--- config.mk ---
export PLATFORM = sky130hd
export DESIGN_NAME = mod_leds_pwm
export DESIGN_NICKNAME = d
export VERILOG_FILES = /design/src/rtl/mod_leds_pwm.sv
export SDC_FILE = /design/constraint.sdc
export NUM_CORES = 1
export LEC_CHECK = 0
export ABC_AREA = 1
export BUFFER_PORTS_ARGS = -buffer_cell sky130_fd_sc_hd__clkbuf_2
export CELL_PAD_IN_SITES_DETAIL_PLACEMENT = 1
export CELL_PAD_IN_SITES_GLOBAL_PLACEMENT = 1
export CORE_MARGIN = 5
export CORE_UTILIZATION = 40
export DETAILED_ROUTE_END_ITERATION = 7
export PLACE_DENSITY_LB_ADDON = 0.1
export SYNTH_ARGS = -nofsm -noshare
export SYNTH_HDL_FRONTEND = slang
export SYNTH_SLANG_ARGS = --single-unit
--- constraint.sdc ---
create_clock -name clk -period 2.15 [get_ports clk]
set_clock_uncertainty 0.05 [all_clocks]
set_input_delay 0.1075 -clock clk [delete_from_list [all_inputs] [get_ports clk]]
set_output_delay 0.1075 -clock clk [all_outputs]
set_load 0.02 [all_outputs]
--- src/rtl/mod_leds_pwm.sv ---
// mod_leds_pwm: memory-mapped LED controller with per-channel PWM brightness and legacy on/off register.
// Optional blink gating (BLINK register, frame counter, phase) is built when LEDS_PWM_BLINK_EN is defined.
module mod_leds_pwm #(
    parameter int N_LEDS   = 8,
    parameter int PWM_BITS = 8,
    parameter int PRESC_W  = 16,
    parameter int BLINK_FR = 64
) (
    input  logic              clk,
    input  logic              rst,
    input  logic              ie,
    input  logic              de,
    input  logic [31:0]       iaddr,
    input  logic [31:0]       daddr,
    input  logic [1:0]        drw,
    input  logic [31:0]       din,
    output logic [31:0]       iout,
    output logic [31:0]       dout,
    output logic [N_LEDS-1:0] leds
);
    localparam logic [PWM_BITS-1:0] MAX = '1;

    logic [5:0]          widx;
    logic                wr_en;
    logic [PWM_BITS-1:0] duty [N_LEDS];
    logic [PRESC_W-1:0]  presc;
    logic [PRESC_W-1:0]  presc_cnt;
    logic [PWM_BITS-1:0] pwm_cnt;
    logic                tick;
    logic [N_LEDS-1:0]   blank;
    logic                unused_ok;

    assign widx  = daddr[7:2];
    assign wr_en = de & drw[0];
    assign iout  = '0;

    // Bus writes land on the falling edge so the posedge logic sees them half a cycle later.
    always_ff @(negedge clk or negedge rst) begin
        if (!rst) begin
            // NOTE: the duty array is a small flop bank, not RAM, so it takes the async reset like any register.
            for (int i = 0; i < N_LEDS; i++) duty[i] <= MAX;
            presc <= '0;
        end else if (wr_en) begin
            if (widx == 6'd0) begin
                for (int i = 0; i < N_LEDS; i++) duty[i] <= din[i] ? MAX : '0;
            end
            if (widx == 6'd1) presc <= din[PRESC_W-1:0];
            for (int i = 0; i < N_LEDS; i++) begin
                if (widx == 6'(4 + i)) duty[i] <= din[PWM_BITS-1:0];
            end
        end
    end

    // A >= compare lets a shrunken divisor wrap at once instead of running to 2^PRESC_W.
    assign tick = (presc_cnt >= presc);

    always_ff @(posedge clk or negedge rst) begin
        if (!rst) begin
            presc_cnt <= '0;
            pwm_cnt   <= '0;
        end else begin
            presc_cnt <= tick ? '0 : presc_cnt + PRESC_W'(1);
            if (tick) pwm_cnt <= pwm_cnt + PWM_BITS'(1);
        end
    end

`ifdef LEDS_PWM_BLINK_EN
    localparam int FR_W = $clog2(BLINK_FR + 1);

    logic [N_LEDS-1:0] mask;
    logic [FR_W-1:0]   frame_cnt;
    logic              phase;

    always_ff @(negedge clk or negedge rst) begin
        if (!rst) begin
            mask <= '0;
        end else if (wr_en && widx == 6'd2) begin
            mask <= din[N_LEDS-1:0];
        end
    end

    // Phase flips after BLINK_FR complete PWM frames.
    always_ff @(posedge clk or negedge rst) begin
        if (!rst) begin
            frame_cnt <= '0;
            phase     <= 1'b0;
        end else if (tick && pwm_cnt == MAX) begin
            if (frame_cnt == FR_W'(BLINK_FR - 1)) begin
                frame_cnt <= '0;
                phase     <= ~phase;
            end else begin
                frame_cnt <= frame_cnt + FR_W'(1);
            end
        end
    end

    assign blank = mask & {N_LEDS{phase}};
`else
    assign blank = '0;
`endif

    always_ff @(posedge clk or negedge rst) begin
        if (!rst) begin
            leds <= '1;
        end else begin
            for (int i = 0; i < N_LEDS; i++) begin
                leds[i] <= ((duty[i] == MAX) | (pwm_cnt < duty[i])) & ~blank[i];
            end
        end
    end

    always_comb begin
        // NOTE: default first so every path assigns dout and no latch is inferred.
        dout = '0;
        if (de) begin
            if (widx == 6'd0) dout = 32'(leds);
            if (widx == 6'd1) dout = 32'(presc);
`ifdef LEDS_PWM_BLINK_EN
            if (widx == 6'd2) dout = 32'(mask);
`endif
            for (int i = 0; i < N_LEDS; i++) begin
                if (widx == 6'(4 + i)) dout = 32'(duty[i]);
            end
        end
    end

    // Instruction port, read strobe and the unused address/data bits have no function here.
    assign unused_ok = &{1'b0, ie, iaddr, daddr[31:8], daddr[1:0], drw[1], din, (BLINK_FR > 0)};

endmodule

==> results.yml, run 1 <==
sta:
  tightest_slew_ns: 0.682
  slew_headroom_pct: 54.5
  rsz0062_at_grt: "yes"
  setup_slack_ns: -1.02
  setup_viol: 104
  finalHoldViolations: 0
  slew_violations: 0
  setup_tns_ns: -40.59
global_routing:
  grt_remaining_overflow: 0
  grt_pass1_vias: 9093
  antenna_found_initial: 0
  grt_pass1_wl_mm: 49.7
  grt_usage_pct: 28.3
  grt_max_degree: 25
die:
  initial_core_util_pct: 40.9
  die_y_um: 152
  fp.dieW_um: 152
  core-area_um2: 19600
  ios: 174
  dieArea_um2: 23000
  rows: 51
power_and_ir_drop:
  p_leak_nw: 6.31
  power.total_mw: 7.74
  ir_drop_mv: 0.397
  powerDensity_nw_per_um2: 617
clocking:
  cts_sinks: 112
  worstSkewPairLatency_ns: 0.45
  cts-root-buf: "clkbuf_16"
  numCtsBuffers: 9
  cts_tree: "built"
  clockBufferDepth: 2
  clk_pin_slew_worst_paths_ns: 0.09
  htreeDepth: 3
flow_run:
  drv_cap: 0
critical_path:
  path_max_fanout: 5
  cp_slowest_cell: "dfrtn_1"
  critPathKind: "flop to flop"
  cp-start-kind: "flop"
  max_stage_delay_ns: 0.49
  worstPathRequired_ns: 2.38
  crit_path_cell_trace: "inv_2 > ha_4 > nand4_1 > inv_1 > nand2_1 > nand3_2 > nand2_2 > nand3_4 > buf_4 > buf_6 > nor3_1"
  worstPathArrival_ns: 3.40
  endpoint_kind: "flop"
place:
  gp_congestion: 0.884
  port-buffer-count: 49
  place_hpwl_mm: 22.8
  dp_slack_ns: -0.784
  dpl_cell_area_um2: 10000
synthesis:
  netlist_top_cells_count: "nand2_1, inv_1, o21ai_0, ha_1, dfstp_2"
  syn-cell-area_um2: 8010
  ys_ff_latch: 112
  ys_top_cells_by_area: "dfstp_2, ha_1, nand2_1"
  ys_types: 35
  synth_edf_count: 0
  ys_seq_area_share_pct: 36.1
  yosysWarnings: 0
  synth.avg_cell_area_um2: 7.75
  yosysTopAreaCell: "dfstp_2"
  async_flop_share_pct: 100
  yosys.cell_count.top_type: "nand2_1"
  syn_inst: 1034
  synthFlopType: "dfstp_2"
  netlist.area_leader.share_pct: 23.6
layout:
  drive_gt1_share_pct: 49.5
  final_cell_area_um2: 12500
  areaGrowthSynthToFinish_pct: 56.6
  fin_nets: 1531
  num_antenna_cells: 0
route:
  drcViolationCount: 0
  detail_route.wl_per_cell_um: 23.5
  vias: 9141
  routed_via_density: 5.63
  drt_wl_total_mm: 38.2
  drtAntennaViolNets: 0
  drtIter0Drc: 606
  dr.pass1.iters: 5
worst_hold_path:
  holdCritPathClass: "input pin to async pin"
outcome:
  outcome: "finished with violations"
  violations: "setup timing"
==> power breakdown <==
group | leakage [nW] | internal (mW) | total [mW] | switching [mW]
logic | 4.55 | 1.12 | 2.45 | 1.33
registers | 1.26 | 2.59 | 2.82 | 0.235
clock network | 0.497 | 1.06 | 2.47 | 1.40
==> what timing repair did <==
item                                    4_1_cts  5_1_grt
hold endpoints to repair                     26        0
buffers inserted                             22        9
hold buffers                                  1        0
gates resized for setup                     174      230
endpoints found under the setup margin       53      112
gates cloned                                  4        5
pin swaps                                    92       55
==> kinds of logic (layout without fill, tap and decap cells) <==
logic type	after synthesis	in the layout	share of synthesized area, %
and+or+nand+nor	368	368	21.0
AOI/OAI and AO/OA	236	236	16.3
buffers and inverters	233	512	13.9
DFF	112	112	36.1
adders and majority gates	74	74	11.6
xor gates and xnor gates	10	10	1.09
other	1	48	0.0468
==> registers in the layout (all words and copies together), names as in the netlist <==
signal and cells:
duty 64, leds 8, presc 16, presc_cnt 16, pwm_cnt 8
==> layout by cell type (no fill, tap or decap), types with 8 or more instances in the layout <==
cell type / instances
nand2_1: 128
nand2_4: 29
nor2_4: 11
nor2_1: 26
xor2_1: 9
inv_2: 48
a21oi_2: 24
nor3_1: 9
nor3_2: 9
nand3_2: 21
dfrtp_1: 24
buf_6: 31
buf_4: 168
a21oi_1: 40
buf_8: 9
ha_1: 44
inv_4: 9
dfrtn_1: 16
buf_12: 23
conb_1: 48
nand2_2: 39
a21oi_4: 9
inv_1: 167
clkbuf_2: 31
o21ai_0: 51
nand4_1: 48
ha_4: 30
clkbuf_16: 15
nand3_1: 11
o21ai_2: 40
dfstp_2: 72
nor2_2: 19
nor3_4: 8
o21ai_1: 55
==> critical path, delay by kind of cell (launching register included) <==
kind,cells,cell delay (ns)
adders and majority gates,1,0.25
buffers and inverters,4,0.48
and+or+nand+nor,6,0.73
DFF,1,0.49
==> per-layer routing <==
metal  routed length (µm)  global-route usage [%]  share of wire [%]  vias up
li1                     -                       -                  -     3999
met1                14800                    35.5                 39     4587
met2                18900                    48.6                 49      420
met3                 2330                    3.72                6.1      135
met4                 2150                    12.9                5.6        0
met5                    0                       0                  0        -
==> layout make-up <==
cell class                      count  area [µm²]
Sequential cell                   112        2890
Tap cell                          265         332
Multi-Input combinational cell    736        5560
Inverter                          161         634
Clock buffer                       10         250
Timing Repair Buffer              271        2580
Clock inverter                     70         303
Fill cell                        2298        7040
==> through the flow <==
stage,cells,utilization (%),hold WS (ns)
floorplan,1081,-,-0.238
global placement,1508,51.0,0.264
detailed placement,1508,51.0,0.280
CTS,1613,58.6,0.420
global route,1625,64.1,0.458
finish,1625,64.1,0.424
==> path summary, 6_finish.rpt <==
kind / cells after the start / slack (ns) / startpoint / to
setup / recovery: 11 / -1.02 / presc[6]$_DFFE_NN0P_ / presc_cnt[8]$_DFF_PN0_
hold / removal: 2 / 0.42 / rst / leds[3]$_DFF_PN1_
setup reg to reg: 11 / -1.02 / presc[6]$_DFFE_NN0P_ / presc_cnt[8]$_DFF_PN0_
hold reg to reg: 2 / 0.46 / duty[15]$_DFFE_NN1P_ / duty[15]$_DFFE_NN1P_
max in group asynchronous: 3 / 0.36 / rst / duty[41]$_DFFE_NN1P_
min in group clk: 2 / 0.46 / duty[15]$_DFFE_NN1P_ / duty[15]$_DFFE_NN1P_
No activity file was read; power rests on OpenSTA's default activity.
==> run 2: changes to the inputs <==
- CAP_MARGIN: unset -> 0
- SKIP_CTS_REPAIR_TIMING: unset -> 1
==> run 2 against run 1 <==
The flow still finishes with violations (setup timing). Largest cell class unchanged. Final area shrank 0.92%. Setup slack better by 0.13 ns. Critical path depth is 1 lower. Largest power group unchanged. Wire length shrank 6.7%. Critical endpoint is now dout[6]. Sequential share of layout area up 0.21 points. Global-route usage is 2.4 points lower. Non-clock buffer count decreased by 2.
==> results.yml, run 2 (synthesized netlist as in run 1, its figures left out) <==
power_and_ir_drop:
  power.total_mw: 7.53
  p_leak_nw: 6.25
  powerDensity_nw_per_um2: 606
  ir_drop_mv: 0.504
layout:
  instances_no_fill: 1623
  multi_input_area_um2: 5540
  largestRegisters: "duty (64), presc (16), presc_cnt (16)"
  num_antenna_cells: 0
  num-fill-cells: 2310
  drive_gt1_share_pct: 49.3
  register_area_um2: 2890
  fin_nets: 1529
  layout_common_cells: "inv_1, buf_4, nand2_1"
  areaGrowthSynthToFinish_pct: 55.2
  regMostFlops: "duty"
  largest_register_ffs: 64
global_routing:
  grt_pass1_vias: 8581
  grt_remaining_overflow: 0
  antenna_found_initial: 0
  grt_pass1_wl_mm: 45.4
  grt_max_degree: 25
  grt_usage_pct: 26.0
sta:
  rsz0062_at_grt: "yes"
  setup_tns_ns: -38.62
  tightest_slew_ns: 0.688
  slew_headroom_pct: 54.1
  setup_slack_ns: -0.886
  setup_viol: 107
  finalHoldViolations: 0
  slew_violations: 0
route:
  detail_route.wl_per_cell_um: 21.9
  vias: 8816
  drcViolationCount: 0
  drt_wl_total_mm: 35.6
  drtIter0Drc: 466
  routed_via_density: 5.43
  drtAntennaViolNets: 0
  dr.pass1.iters: 4
outcome:
  violations: "setup timing"
  outcome: "finished with violations"
critical_path:
  worstPathArrival_ns: 2.88
  r2r_setup_slack_ns: -0.85
  rr_startpoint: "presc[15]$_DFFE_NN0P_"
  cp-start-kind: "flop"
  critPathKind: "flop to primary output"
  cp_slowest_cell: "dfrtn_1"
  worstPathRequired_ns: 1.99
  path_max_fanout: 2
  max_stage_delay_ns: 0.39
  cp-startpoint: "presc[6]$_DFFE_NN0P_"
  crit_path_cell_trace: "buf_6 > nand4_1 > nand2_1 > nor2_1 > nand3_1 > nand2_2 > nand4_1 > nand2_1 > inv_2 > buf_6"
  endpoint_kind: "primary output"
clocking:
  cts-root-buf: "clkbuf_16"
  clk_pin_slew_worst_paths_ns: 0.09
  cts_tree: "built"
  clockBufferDepth: 2
  cts_sinks: 112
  numCtsBuffers: 9
  worstSkewPairLatency_ns: 0.45
  htreeDepth: 3
die:
  die_y_um: 152
  initial_core_util_pct: 40.9
  fp.dieW_um: 152
  rows: 51
  dieArea_um2: 23000
  ios: 174
  core-area_um2: 19600
place:
  place_hpwl_mm: 22.8
  dp_cells: 1508
  port-buffer-count: 49
  gp_congestion: 0.884
flow_run:
  drv_cap: 0
worst_hold_path:
  holdCritPathClass: "input pin to async pin"
[run 2: changes by cell type in the layout (fill, tap and decap cells not counted), moves of 3 or more]
cell,before,now
buf_6,31,36
buf_12,23,19
inv_1,167,171
nor2_1,26,23
a22oi_2,3,0
buf_16,3,0
a22oi_1,4,7
nor3_2,9,12
buf_4,168,171
clkbuf_16,15,18
buf_8,9,4
nand2_2,39,42
[run 2: path summary, 6_finish.rpt]
| kind | cells past startpoint | end |
|---|---|---|
| worst max register to register | 11 | pwm_cnt[2]$_DFFE_PN0N_ |
| min in group clk | 2 | duty[62]$_DFFE_NN1P_ |
| worst max-delay path | 10 | dout[6] |
| worst min-delay path | 2 | leds[3]$_DFF_PN1_ |
| worst min register to register | 2 | duty[62]$_DFFE_NN1P_ |
| max in group asynchronous | 3 | duty[37]$_DFFE_NN1P_ |
[run 2: per-stage QoR]
| stage | instance area [µm²] | setup slack (ns) | hold WS [ns] | util (%) |
|---|---|---|---|---|
| floorplan | 8380 | -0.553 | -0.238 | - |
| global placement | 10000 | -0.654 | 0.264 | 51.0 |
| detailed placement | 10000 | -0.784 | 0.280 | 51.0 |
| CTS | 10500 | -0.931 | -0.127 | 53.8 |
| global route | 12400 | -0.949 | 0.452 | 63.5 |
| finish | 12400 | -0.886 | 0.433 | 63.5 |
[run 2: layout make-up]
type,count,area share [%]
clock buffer,10,2.01
clock inverter,70,2.44
inverter,161,5.06
multi-input combinational,736,44.5
sequential,112,23.3
tap,265,2.67
timing repair buffer,269,20.0
[run 2: layer usage]
| layer | GRT usage, % | up-vias | share of wire (%) |
|---|---|---|---|
| met4 | 11.4 | 0 | 5.0 |
| met3 | 3.18 | 105 | 5.2 |
| met2 | 43.5 | 312 | 50 |
| met1 | 33.7 | 4396 | 40 |
| li1 | - | 4003 | - |
| met5 | 0 | - | 0 |
[run 2: worst max-delay path, delay by kind of cell (launching register included)]
kind	cells	cell delay, ns
and+or+nand+nor	7	0.75
DFF	1	0.39
buffers and inverters	3	0.30
[run 2: report_power, final]
part	internal, mW	switching (mW)	leakage [nW]
clock network	1.06	1.36	0.497
logic	1.06	1.25	4.49
registers	2.59	0.216	1.26
total	4.71	2.82	6.25
